File: config.mk
export PLATFORM = sky130hd
export DESIGN_NAME = mem_access_ctrl_flat
export DESIGN_NICKNAME = d
export VERILOG_FILES = /design/src/rtl/mips_mem_pkg.sv /design/src/rtl/mem_access_ctrl_if.sv /design/src/rtl/mem_lane_align.sv /design/src/rtl/mem_access_ctrl.sv /design/src/flat_wrapper.sv
export SDC_FILE = /design/constraint.sdc
export NUM_CORES = 1
export LEC_CHECK = 0
export ABC_CLOCK_PERIOD_IN_PS = 4150
export BUFFER_PORTS_ARGS = -buffer_cell sky130_fd_sc_hd__buf_2
export CORE_MARGIN = 2
export CORE_UTILIZATION = 45
export CTS_CLUSTER_DIAMETER = 50
export DETAILED_ROUTE_END_ITERATION = 10
export PLACE_DENSITY = 0.86
export SKIP_CTS_REPAIR_TIMING = 1
export SLEW_MARGIN = 20
export SYNTH_ARGS = -nofsm -noshare
export SYNTH_HDL_FRONTEND = slang
export SYNTH_SLANG_ARGS = --single-unit
File: constraint.sdc
create_clock -name clk -period 4.15 [get_ports clk]
set_clock_uncertainty 0.2 [all_clocks]
set_input_delay 0.6225 -clock clk [delete_from_list [all_inputs] [get_ports clk]]
set_output_delay 0.6225 -clock clk [all_outputs]
set_load 0.01 [all_outputs]
File: src/rtl/mips_mem_pkg.sv
// Shared encodings for the MIPS memory stage: access sizes, controller states
// and response error codes. Byte_Control imports the same size encodings.
package mips_mem_pkg;

  localparam logic [1:0] SIZE_WORD = 2'd0;
  localparam logic [1:0] SIZE_HALF = 2'd1;
  localparam logic [1:0] SIZE_BYTE = 2'd2;

  typedef enum logic [1:0] {
    IDLE   = 2'd0,
    ACCESS = 2'd1,
    RESP   = 2'd2
  } state_t;

  localparam logic [1:0] ERR_NONE    = 2'd0;
  localparam logic [1:0] ERR_ALIGN   = 2'd1;
  localparam logic [1:0] ERR_TIMEOUT = 2'd2;

endpackage

File: src/rtl/mem_access_ctrl_if.sv
// Request, data-memory and response signals of the memory-stage controller.
// slave = the controller, master = the pipeline and memory around it.
interface mem_access_ctrl_if #(parameter int RD_W = 5);

  logic            req_valid;
  logic            req_ready;
  logic            req_we;
  logic [1:0]      req_size;
  logic [31:0]     req_addr;
  logic [31:0]     req_wdata;
  logic [RD_W-1:0] req_rd;

  logic            mem_req;
  logic            mem_we;
  logic [31:0]     mem_addr;
  logic [3:0]      mem_be;
  logic [31:0]     mem_wdata;
  logic            mem_ack;
  logic [31:0]     mem_rdata;

  logic            rsp_valid;
  logic [31:0]     rsp_data;
  logic [1:0]      rsp_size;
  logic [RD_W-1:0] rsp_rd;
  logic [1:0]      rsp_err;

  modport slave (
    input  req_valid, req_we, req_size, req_addr, req_wdata, req_rd,
    input  mem_ack, mem_rdata,
    output req_ready,
    output mem_req, mem_we, mem_addr, mem_be, mem_wdata,
    output rsp_valid, rsp_data, rsp_size, rsp_rd, rsp_err
  );

  modport master (
    output req_valid, req_we, req_size, req_addr, req_wdata, req_rd,
    output mem_ack, mem_rdata,
    input  req_ready,
    input  mem_req, mem_we, mem_addr, mem_be, mem_wdata,
    input  rsp_valid, rsp_data, rsp_size, rsp_rd, rsp_err
  );

endinterface

File: src/rtl/mem_lane_align.sv
// Combinational lane logic: byte enables, store-data replication, misalignment
// check for the incoming request, and shift/mask of returned load data.
module mem_lane_align
  import mips_mem_pkg::*;
(
  input  logic [1:0]  size,
  input  logic [1:0]  addr_lo,
  input  logic [31:0] wdata,
  output logic [3:0]  be,
  output logic [31:0] wdata_rep,
  output logic        misaligned,
  input  logic [1:0]  rd_size,
  input  logic [1:0]  rd_addr_lo,
  input  logic [31:0] rdata,
  output logic [31:0] rdata_aligned
);

  logic [31:0] rdata_shifted;

  always_comb begin
    be         = 4'b1111;
    wdata_rep  = wdata;
    misaligned = 1'b0;
    case (size)
      SIZE_BYTE: begin
        be        = 4'b0001 << addr_lo;
        wdata_rep = {4{wdata[7:0]}};
      end
      SIZE_HALF: begin
        be         = addr_lo[1] ? 4'b1100 : 4'b0011;
        wdata_rep  = {2{wdata[15:0]}};
        misaligned = addr_lo[0];
      end
      // size 3 behaves exactly like a word
      default: begin
        misaligned = (addr_lo != 2'b00);
      end
    endcase
  end

  always_comb begin
    rdata_shifted = rdata >> {rd_addr_lo, 3'b000};
    case (rd_size)
      SIZE_BYTE: rdata_aligned = {24'h0, rdata_shifted[7:0]};
      SIZE_HALF: rdata_aligned = {16'h0, rdata_shifted[15:0]};
      default:   rdata_aligned = rdata_shifted;
    endcase
  end

endmodule

File: src/rtl/mem_access_ctrl.sv
// Memory-stage load/store controller: one request at a time over a req/ack
// data-memory port, with misalignment and ack-timeout error responses.
//
//   state  | meaning
//   IDLE   | ready for a request; latches it on req_valid
//   ACCESS | mem_req held until ack or timeout
//   RESP   | one cycle; rsp_valid pulses for loads and errors
module mem_access_ctrl
  import mips_mem_pkg::*;
#(
  parameter int TIMEOUT = 16,
  parameter int RD_W    = 5
) (
  input logic               clk,
  input logic               rst_n,
  mem_access_ctrl_if.slave  bus
);

  localparam int TW = (TIMEOUT > 1) ? $clog2(TIMEOUT) : 1;
  localparam logic [TW-1:0] TMR_INIT = TW'((TIMEOUT > 0) ? TIMEOUT - 1 : 0);

  state_t          state_q, state_d;
  logic            we_q;
  logic [1:0]      size_q;
  logic [1:0]      addr_lo_q;
  logic [RD_W-1:0] rd_q;
  logic [31:0]     mem_addr_q;
  logic [3:0]      mem_be_q;
  logic [31:0]     mem_wdata_q;
  logic [TW-1:0]   tmr_q, tmr_d;
  logic            rsp_pend_q;
  logic [31:0]     rsp_data_q, rsp_data_d;
  logic [1:0]      rsp_size_q, rsp_size_d;
  logic [RD_W-1:0] rsp_rd_q, rsp_rd_d;
  logic [1:0]      rsp_err_q, rsp_err_d;

  logic            accept;
  logic            rsp_upd;
  logic [3:0]      be_c;
  logic [31:0]     wdata_c;
  logic            misaligned_c;
  logic [31:0]     rdata_c;

  mem_lane_align u_lane (
    .size          (bus.req_size),
    .addr_lo       (bus.req_addr[1:0]),
    .wdata         (bus.req_wdata),
    .be            (be_c),
    .wdata_rep     (wdata_c),
    .misaligned    (misaligned_c),
    .rd_size       (size_q),
    .rd_addr_lo    (addr_lo_q),
    .rdata         (bus.mem_rdata),
    .rdata_aligned (rdata_c)
  );

  always_ff @(posedge clk or negedge rst_n) begin
    if (!rst_n) begin
      state_q <= IDLE;
    end else begin
      state_q <= state_d;
    end
  end

  always_comb begin
    state_d    = state_q;
    accept     = 1'b0;
    rsp_upd    = 1'b0;
    rsp_data_d = '0;
    rsp_size_d = size_q;
    rsp_rd_d   = rd_q;
    rsp_err_d  = ERR_NONE;
    tmr_d      = tmr_q;
    case (state_q)
      IDLE: begin
        if (bus.req_valid) begin
          accept = 1'b1;
          tmr_d  = TMR_INIT;
          if (misaligned_c) begin
            state_d    = RESP;
            rsp_upd    = 1'b1;
            rsp_size_d = bus.req_size;
            rsp_rd_d   = bus.req_rd;
            rsp_err_d  = ERR_ALIGN;
          end else begin
            state_d = ACCESS;
          end
        end
      end
      ACCESS: begin
        // ack is checked first so an ack on the last allowed cycle still wins
        if (bus.mem_ack) begin
          state_d    = RESP;
          rsp_upd    = !we_q;
          rsp_data_d = rdata_c;
        end else if ((TIMEOUT != 0) && (tmr_q == '0)) begin
          state_d   = RESP;
          rsp_upd   = 1'b1;
          rsp_err_d = ERR_TIMEOUT;
        end else if (tmr_q != '0) begin
          tmr_d = tmr_q - TW'(1);
        end
      end
      RESP: begin
        state_d = IDLE;
      end
      default: begin
        state_d = IDLE;
      end
    endcase
  end

  always_ff @(posedge clk or negedge rst_n) begin
    if (!rst_n) begin
      we_q        <= 1'b0;
      size_q      <= '0;
      addr_lo_q   <= '0;
      rd_q        <= '0;
      mem_addr_q  <= '0;
      mem_be_q    <= '0;
      mem_wdata_q <= '0;
      tmr_q       <= '0;
      rsp_pend_q  <= 1'b0;
      rsp_data_q  <= '0;
      rsp_size_q  <= '0;
      rsp_rd_q    <= '0;
      rsp_err_q   <= '0;
    end else begin
      tmr_q      <= tmr_d;
      rsp_pend_q <= rsp_upd;
      if (accept) begin
        we_q        <= bus.req_we;
        size_q      <= bus.req_size;
        addr_lo_q   <= bus.req_addr[1:0];
        rd_q        <= bus.req_rd;
        mem_addr_q  <= {bus.req_addr[31:2], 2'b00};
        mem_be_q    <= be_c;
        mem_wdata_q <= wdata_c;
      end
      if (rsp_upd) begin
        rsp_data_q <= rsp_data_d;
        rsp_size_q <= rsp_size_d;
        rsp_rd_q   <= rsp_rd_d;
        rsp_err_q  <= rsp_err_d;
      end
    end
  end

  assign bus.req_ready = (state_q == IDLE);
  assign bus.mem_req   = (state_q == ACCESS);
  assign bus.mem_we    = (state_q == ACCESS) && we_q;
  assign bus.mem_addr  = mem_addr_q;
  assign bus.mem_be    = mem_be_q;
  assign bus.mem_wdata = mem_wdata_q;
  assign bus.rsp_valid = (state_q == RESP) && rsp_pend_q;
  assign bus.rsp_data  = rsp_data_q;
  assign bus.rsp_size  = rsp_size_q;
  assign bus.rsp_rd    = rsp_rd_q;
  assign bus.rsp_err   = rsp_err_q;

endmodule

File: src/flat_wrapper.sv
// flat-port wrapper written by rule: the top's interface ports become plain ports
module mem_access_ctrl_flat import mips_mem_pkg::*;
#(
  parameter int TIMEOUT = 16,
  parameter int RD_W    = 5
)
  (clk, rst_n, bus_req_valid, bus_req_we, bus_req_size, bus_req_addr, bus_req_wdata, bus_req_rd, bus_mem_ack, bus_mem_rdata, bus_req_ready, bus_mem_req, bus_mem_we, bus_mem_addr, bus_mem_be, bus_mem_wdata, bus_rsp_valid, bus_rsp_data, bus_rsp_size, bus_rsp_rd, bus_rsp_err);
  mem_access_ctrl_if #(.RD_W(RD_W)) bus_i ();
  input logic clk;
  input logic rst_n;
  input wire logic [$bits(bus_i.req_valid)-1:0] bus_req_valid;
  input wire logic [$bits(bus_i.req_we)-1:0] bus_req_we;
  input wire logic [$bits(bus_i.req_size)-1:0] bus_req_size;
  input wire logic [$bits(bus_i.req_addr)-1:0] bus_req_addr;
  input wire logic [$bits(bus_i.req_wdata)-1:0] bus_req_wdata;
  input wire logic [$bits(bus_i.req_rd)-1:0] bus_req_rd;
  input wire logic [$bits(bus_i.mem_ack)-1:0] bus_mem_ack;
  input wire logic [$bits(bus_i.mem_rdata)-1:0] bus_mem_rdata;
  output wire logic [$bits(bus_i.req_ready)-1:0] bus_req_ready;
  output wire logic [$bits(bus_i.mem_req)-1:0] bus_mem_req;
  output wire logic [$bits(bus_i.mem_we)-1:0] bus_mem_we;
  output wire logic [$bits(bus_i.mem_addr)-1:0] bus_mem_addr;
  output wire logic [$bits(bus_i.mem_be)-1:0] bus_mem_be;
  output wire logic [$bits(bus_i.mem_wdata)-1:0] bus_mem_wdata;
  output wire logic [$bits(bus_i.rsp_valid)-1:0] bus_rsp_valid;
  output wire logic [$bits(bus_i.rsp_data)-1:0] bus_rsp_data;
  output wire logic [$bits(bus_i.rsp_size)-1:0] bus_rsp_size;
  output wire logic [$bits(bus_i.rsp_rd)-1:0] bus_rsp_rd;
  output wire logic [$bits(bus_i.rsp_err)-1:0] bus_rsp_err;
  assign bus_i.req_valid = bus_req_valid;
  assign bus_i.req_we = bus_req_we;
  assign bus_i.req_size = bus_req_size;
  assign bus_i.req_addr = bus_req_addr;
  assign bus_i.req_wdata = bus_req_wdata;
  assign bus_i.req_rd = bus_req_rd;
  assign bus_i.mem_ack = bus_mem_ack;
  assign bus_i.mem_rdata = bus_mem_rdata;
  assign bus_req_ready = bus_i.req_ready;
  assign bus_mem_req = bus_i.mem_req;
  assign bus_mem_we = bus_i.mem_we;
  assign bus_mem_addr = bus_i.mem_addr;
  assign bus_mem_be = bus_i.mem_be;
  assign bus_mem_wdata = bus_i.mem_wdata;
  assign bus_rsp_valid = bus_i.rsp_valid;
  assign bus_rsp_data = bus_i.rsp_data;
  assign bus_rsp_size = bus_i.rsp_size;
  assign bus_rsp_rd = bus_i.rsp_rd;
  assign bus_rsp_err = bus_i.rsp_err;
  mem_access_ctrl #(.TIMEOUT(TIMEOUT), .RD_W(RD_W)) u_core (.clk(clk), .rst_n(rst_n), .bus(bus_i));
endmodule
==> impl_metrics.json, run 1 <==
{
  "status": "completed",
  "drv_cap": 0,
  "chipWidth_um": 117,
  "yosysSeqAreaShare_pct": 54.1,
  "fmax_mhz": 366,
  "fin_nets": 909,
  "postLayoutCoreUtil_pct": 60.7,
  "muxShareOfSynthArea_pct": 5.78,
  "rsz0062_at_grt": "no",
  "hold_viol_final": 0,
  "finalMaxSlewViolations": 0,
  "clock_path_buffers": 2,
  "n_fill_cell": 1083,
  "drt_wl_total_mm": 15.6,
  "synth_xor_area_share_pct": 0,
  "hpwlAfterDp_mm": 10.9,
  "drive_gt1_share_pct": 35.3,
  "gr-total-overflow": 0,
  "ir_drop_mv": 0.418,
  "synthArstFlopShare_pct": 100,
  "synth-adder-area-share_pct": 0.872,
  "combPwrFrac_pct": 34.7,
  "worstMarginPinSlew_ns": 1.06,
  "die_area_sq_um": 13700,
  "grt_pass1_wl_mm": 24.6,
  "worst_ep_required_time_ns": 4.24,
  "grt_usage_pct": 23.5,
  "ys_ff_latch": 124,
  "yosysWarnings": 0,
  "die_h_um": 117,
  "synthFlopType": "dfrtp_1",
  "crit_buf_inv": 3,
  "crit_family": "simple AND/OR/NAND/NOR gates",
  "path_clk_slew_ns": 0.05,
  "cts_tree": "built",
  "rows": 41,
  "num_io_pins": 221,
  "swShare_pct": 35.5,
  "first_pass_iters": 5,
  "clock-root-buffer": "clkbuf_16",
  "start_util_pct": 45.9,
  "insertion_delay_ns": 0.41,
  "numCtsBuffers": 17,
  "power_density_nw_per_um2": 741,
  "relSlewSlack_pct": 29.6,
  "p_int_mw": 3.63,
  "synth_cell_types": 44,
  "p_sw_mw": 2.00,
  "critPathMaxFanout": 40,
  "wire_per_inst_um": 15.9,
  "postRouteAntennaNets": 0,
  "grt_pass1_vias": 4947,
  "start_kind": "primary input",
  "avgSynthCellArea_sq_um": 9.60,
  "synth_top_family_by_area": "simple AND/OR/NAND/NOR gates",
  "cp-end-kind": "flip-flop",
  "antenna_found_initial": 1,
  "cp_slowest_cell": "or3_4",
  "setup_tns_ns": 0,
  "htree_levels": 4,
  "netlist_area_sq_um": 5740,
  "area_delta_synth_final_pct": 32.3,
  "synth-edff-count": 0,
  "grt_max_degree": 95,
  "num_vias": 5193,
  "synth-simple-area-share_pct": 21.2,
  "gp_congestion": 0.799,
  "synth_compound_area_share_pct": 13.8,
  "seqPwrFrac_pct": 35.6,
  "period_share_pct": 65.7,
  "dr.first_iter.drc_count": 475,
  "viasPerCell": 5.28,
  "crit_arrival_ns": 2.81,
  "io_buffers": 218,
  "finalSetupViolations": 0,
  "core_sq_um": 12500,
  "min_period_ns": 2.73,
  "drc": 0,
  "clkPwrFrac_pct": 29.7,
  "hp-class": "in2async",
  "cts_sinks": 124,
  "slowest_delay_ns": 0.59,
  "detailedPlace.worstSlack_ns": 1.02,
  "crit_type": "in2reg",
  "worstPathCellList": "buf_2 > inv_1 > ha_1 > nor2_1 > or3_4 > and2_4 > clkinv_4 > mux2_2",
  "setup_slack_ns": 1.42,
  "p_leak_nw": 4.07,
  "synthCells": 598
}
flip-flops by register name (all words and copies together), names as in the netlist, 2 cells and up:
name	count
u_core.bus.rsp_size	2
u_core.bus.mem_wdata	32
u_core.addr_lo_q	2
u_core.bus.rsp_rd	5
u_core.rd_q	5
u_core.bus.mem_addr	30
u_core.tmr_q	4
u_core.bus.rsp_data	32
u_core.bus.mem_be	4
u_core.size_q	2
u_core.state_q	2
u_core.bus.rsp_err	2
cell families after synthesis:
logic type / after synthesis
AOI/OAI and AO/OA: 106
buffers and inverters: 55
adders and majority gates: 4
DFF: 124
muxes: 32
other: 1
and+or+nand+nor: 276
synthesized netlist by cell type (all sizes together), types with 9 or more instances:
master	count	area share [%]
a211oi	16	2.1
a21oi	21	1.8
a221oi	14	2.1
and3	10	1.1
buf	11	1.3
clkbuf	34	2.2
dfrtp	124	54
inv	9	0.59
mux2	9	1.8
mux2i	23	4.0
nand2	157	10
nand3	28	2.4
nor2	41	2.7
nor2b	23	2.5
o21ai	9	0.78
o31ai	29	4.6
final cells by class:
cell class	count	area, sq um	area share (%)
flip-flops and latches	124	3100	40.9
diodes	1	2.50	0.0330
clock inverters	5	150	1.98
multi-input cells	420	2410	31.7
clock buffers	27	523	6.89
inverters	10	42.5	0.560
well taps	172	215	2.83
repair buffers	224	1150	15.2
worst paths after layout:
| kind | from | endpoint | slack, ns | depth (start not counted) |
|---|---|---|---|---|
| worst max-delay path | bus_req_size[1] | u_core.bus.rsp_data[2] | 1.42 | 8 |
| worst min-delay path | rst_n | u_core.bus.rsp_err[0] | 0.05 | 1 |
| worst max register to register | u_core.state_q[1] | u_core.bus.rsp_data[2] | 1.57 | 5 |
| worst min register to register | u_core.bus.mem_addr[20] | u_core.bus.mem_addr[20] | 0.26 | 2 |
| max in group asynchronous | rst_n | u_core.bus.mem_addr[16] | 2.87 | 2 |
| min in group clk | bus_req_addr[15] | u_core.bus.mem_addr[15] | 0.21 | 3 |
layout by cell type (no fill, tap or decap), types with 3 or more instances in the layout:
| cell type | netlist | final |
|---|---|---|
| a211oi_1 | 16 | 16 |
| a21oi_1 | 21 | 21 |
| a221oi_1 | 14 | 14 |
| a31o_2 | 8 | 8 |
| a31oi_1 | 3 | 3 |
| and3_1 | 10 | 10 |
| buf_2 | 1 | 217 |
| buf_4 | 2 | 6 |
| bufinv_16 | 0 | 5 |
| clkbuf_1 | 34 | 4 |
| clkbuf_16 | 0 | 17 |
| clkbuf_8 | 0 | 6 |
| dfrtp_1 | 124 | 124 |
| ha_1 | 4 | 4 |
| inv_1 | 9 | 9 |
| mux2_2 | 8 | 8 |
| mux2i_1 | 23 | 23 |
| nand2_1 | 157 | 157 |
| nand3_1 | 28 | 28 |
| nor2_1 | 40 | 40 |
| nor2b_1 | 23 | 23 |
| o21ai_0 | 8 | 8 |
| o31ai_1 | 20 | 20 |
| o31ai_2 | 9 | 9 |
| or3_1 | 3 | 3 |
stage by stage:
stage	hold WS [ns]	power, mW	instance area (sq um)	cells
6_report	0.0487	5.63	7590	983
5_1_grt	0.0881	6.01	7590	982
4_1_cts	0.0622	5.66	7590	982
3_5_place_dp	0.258	3.98	6920	950
3_3_place_gp	0.253	3.91	6920	950
2_1_floorplan	0.127	3.20	5740	599
power groups by stage:
stage          registers, mW  logic (mW)  clock network, mW
5_1_grt                 2.06        2.19               1.76
2_1_floorplan           2.14        1.06                  0
3_3_place_gp            1.99        1.92                  0
3_5_place_dp            2.00        1.98                  0
4_1_cts                 2.00        1.97               1.69
6_report                2.00        1.95               1.67
routing by layer:
layer	GRT usage (%)	vias up	wire length [um]
met5	0	-	0
met4	9.88	0	342
met3	7.00	23	1210
met2	38.0	241	7510
met1	29.5	2475	6570
li1	-	2454	-
(Power assumes the default switching activity.)
==> run 2, diff against run 1 <==
--- a/config.mk
+++ b/config.mk
@@ -5,7 +5,7 @@
 export SDC_FILE = /design/constraint.sdc
 export NUM_CORES = 1
 export LEC_CHECK = 0
-export ABC_CLOCK_PERIOD_IN_PS = 4150
+export ABC_CLOCK_PERIOD_IN_PS = 2800
 export BUFFER_PORTS_ARGS = -buffer_cell sky130_fd_sc_hd__buf_2
 export CORE_MARGIN = 2
 export CORE_UTILIZATION = 45
==> constraint.sdc (replaced) <==
create_clock -name clk -period 2.8 [get_ports clk]
set_clock_uncertainty 0.2 [all_clocks]
set_input_delay 0.42 -clock clk [delete_from_list [all_inputs] [get_ports clk]]
set_output_delay 0.42 -clock clk [all_outputs]
set_load 0.01 [all_outputs]
==> impl_metrics.json, run 2 (same netlist as run 1, synthesis figures left out) <==
{
  "stdcell_area_sq_um": 7630,
  "antennaDiodeCount": 0,
  "period_share_pct": 81.6,
  "numPlacedInstances": 957,
  "htree_levels": 4,
  "cts_tree": "built",
  "hold_start": "bus_req_addr[25]",
  "grt_pass1_vias": 4771,
  "core_sq_um": 12500,
  "wire_per_inst_um": 15.6,
  "rows": 41,
  "area_delta_synth_final_pct": 33.0,
  "relSlewSlack_pct": 50.0,
  "fmax_mhz": 438,
  "start_util_pct": 45.9,
  "status": "completed",
  "antenna_found_initial": 0,
  "dr.first_iter.drc_count": 397,
  "first_pass_iters": 4,
  "clock-root-buffer": "clkbuf_16",
  "drt_wl_total_mm": 15.5,
  "holdPathStages": 3,
  "grt_pass1_wl_mm": 24.2,
  "critPathMaxFanout": 18,
  "crit_type": "reg2reg",
  "rsz0062_at_grt": "no",
  "ff2ff_setup_slack_ns": 0.52,
  "drv_cap": 0,
  "hp-class": "in2reg",
  "final_common_cell": "buf_2",
  "whs_ns": 0.00245,
  "power_density_nw_per_um2": 1060,
  "postRouteAntennaNets": 0,
  "gr-total-overflow": 0,
  "r2r_start": "u_core.state_q[1]",
  "chipWidth_um": 117,
  "r2r_end": "u_core.bus.rsp_data[2]",
  "worstMarginPinSlew_ns": 0.750,
  "gp_congestion": 0.830,
  "numCtsBuffers": 17,
  "min_to": "u_core.bus.mem_addr[25]",
  "min_period_ns": 2.28,
  "insertion_delay_ns": 0.40,
  "die_h_um": 117,
  "worst_ep_required_time_ns": 2.89,
  "setup_tns_ns": 0,
  "start_kind": "flip-flop",
  "fin_nets": 921,
  "viasPerCell": 5.21,
  "r2r_cells": 5,
  "num_vias": 5179,
  "final_cell_mix": "217 x buf_2, 157 x nand2_1, 124 x dfrtp_1, 40 x nor2_1, 28 x nand3_1",
  "num_io_pins": 221,
  "hpwlAfterDp_mm": 10.7,
  "grt_usage_pct": 23.0,
  "die_area_sq_um": 13700,
  "cp-end-kind": "flip-flop",
  "ir_drop_mv": 0.636,
  "finalMaxSlewViolations": 0,
  "p_leak_nw": 4.09,
  "placed_area_sq_um": 6980,
  "drc": 0,
  "hold_viol_final": 0,
  "clock_path_buffers": 2,
  "fin_cells": 994,
  "grt_max_degree": 125,
  "io_buffers": 218,
  "cts_sinks": 124,
  "crit_arrival_ns": 2.37,
  "finalSetupViolations": 0,
  "drive_gt1_share_pct": 36.0,
  "path_clk_slew_ns": 0.06
}
[run 2: cell types whose count changed in the layout (fill, tap and decap cells not counted), sizes merged]
| cell | before | now |
|---|---|---|
| diode | 1 | 0 |
| clkinvlp | 0 | 4 |
| clkinv | 1 | 6 |
| dlygate4sd3 | 0 | 5 |
| buf | 224 | 231 |
| clkbuf | 27 | 20 |
| bufinv | 5 | 3 |
[run 2: where the power goes]
part / total (mW) / internal (mW) / switching [mW]
Combinational: 3.00 / 1.19 / 1.81
Sequential: 2.90 / 2.50 / 0.403
Clock: 2.23 / 1.44 / 0.789
Total: 8.13 / 5.13 / 3.00
[run 2: worst max path at each step]
stage | from | to | slack [ns] | cells past startpoint
4_1_cts | u_core.state_q[1] | u_core.bus.rsp_data[0] | 0.52 | 5
2_1_floorplan | bus_req_size[0] | u_core.bus.rsp_data[7] | 0.26 | 10
3_3_place_gp | bus_req_size[0] | u_core.bus.rsp_data[4] | 0.41 | 8
3_5_place_dp | bus_req_size[0] | u_core.bus.rsp_data[7] | 0.29 | 8
5_1_grt | u_core.state_q[1] | u_core.bus.rsp_data[2] | 0.44 | 5
6_report | u_core.state_q[1] | u_core.bus.rsp_data[2] | 0.52 | 5
[run 2: critical path, stage by stage (launching register included)]
cell and delay (ns):
dfrtp_1 0.46, or3b_4 0.42, or3_4 0.33, and2_4 0.23, clkinv_4 0.16, mux2_2 0.35
[run 2: layout make-up]
cell class | instances | area, sq um
clock buffer | 20 | 457
sequential | 124 | 3100
multi-input combinational | 420 | 2410
clock inverter | 12 | 145
timing repair buffer | 236 | 1270
fill | 1099 | 4880
tap | 172 | 215
inverter | 10 | 42.5
[run 2: routing by layer]
layer	vias to the layer above	GRT usage, %	wire [um]
met4	0	9.33	334
met1	2434	31.0	6700
met5	-	0	0
met2	242	35.5	7180
li1	2477	-	-
met3	26	6.28	1290
[run 2: metrics by stage]
step	utilization, %	power (mW)	worst slack (ns)
after global routing	61.0	8.68	0.443
after global placement	55.8	5.83	0.412
final	61.0	8.13	0.516
after floorplan	-	4.74	0.258
after CTS	60.6	8.18	0.517
after detailed placement	55.8	5.92	0.287
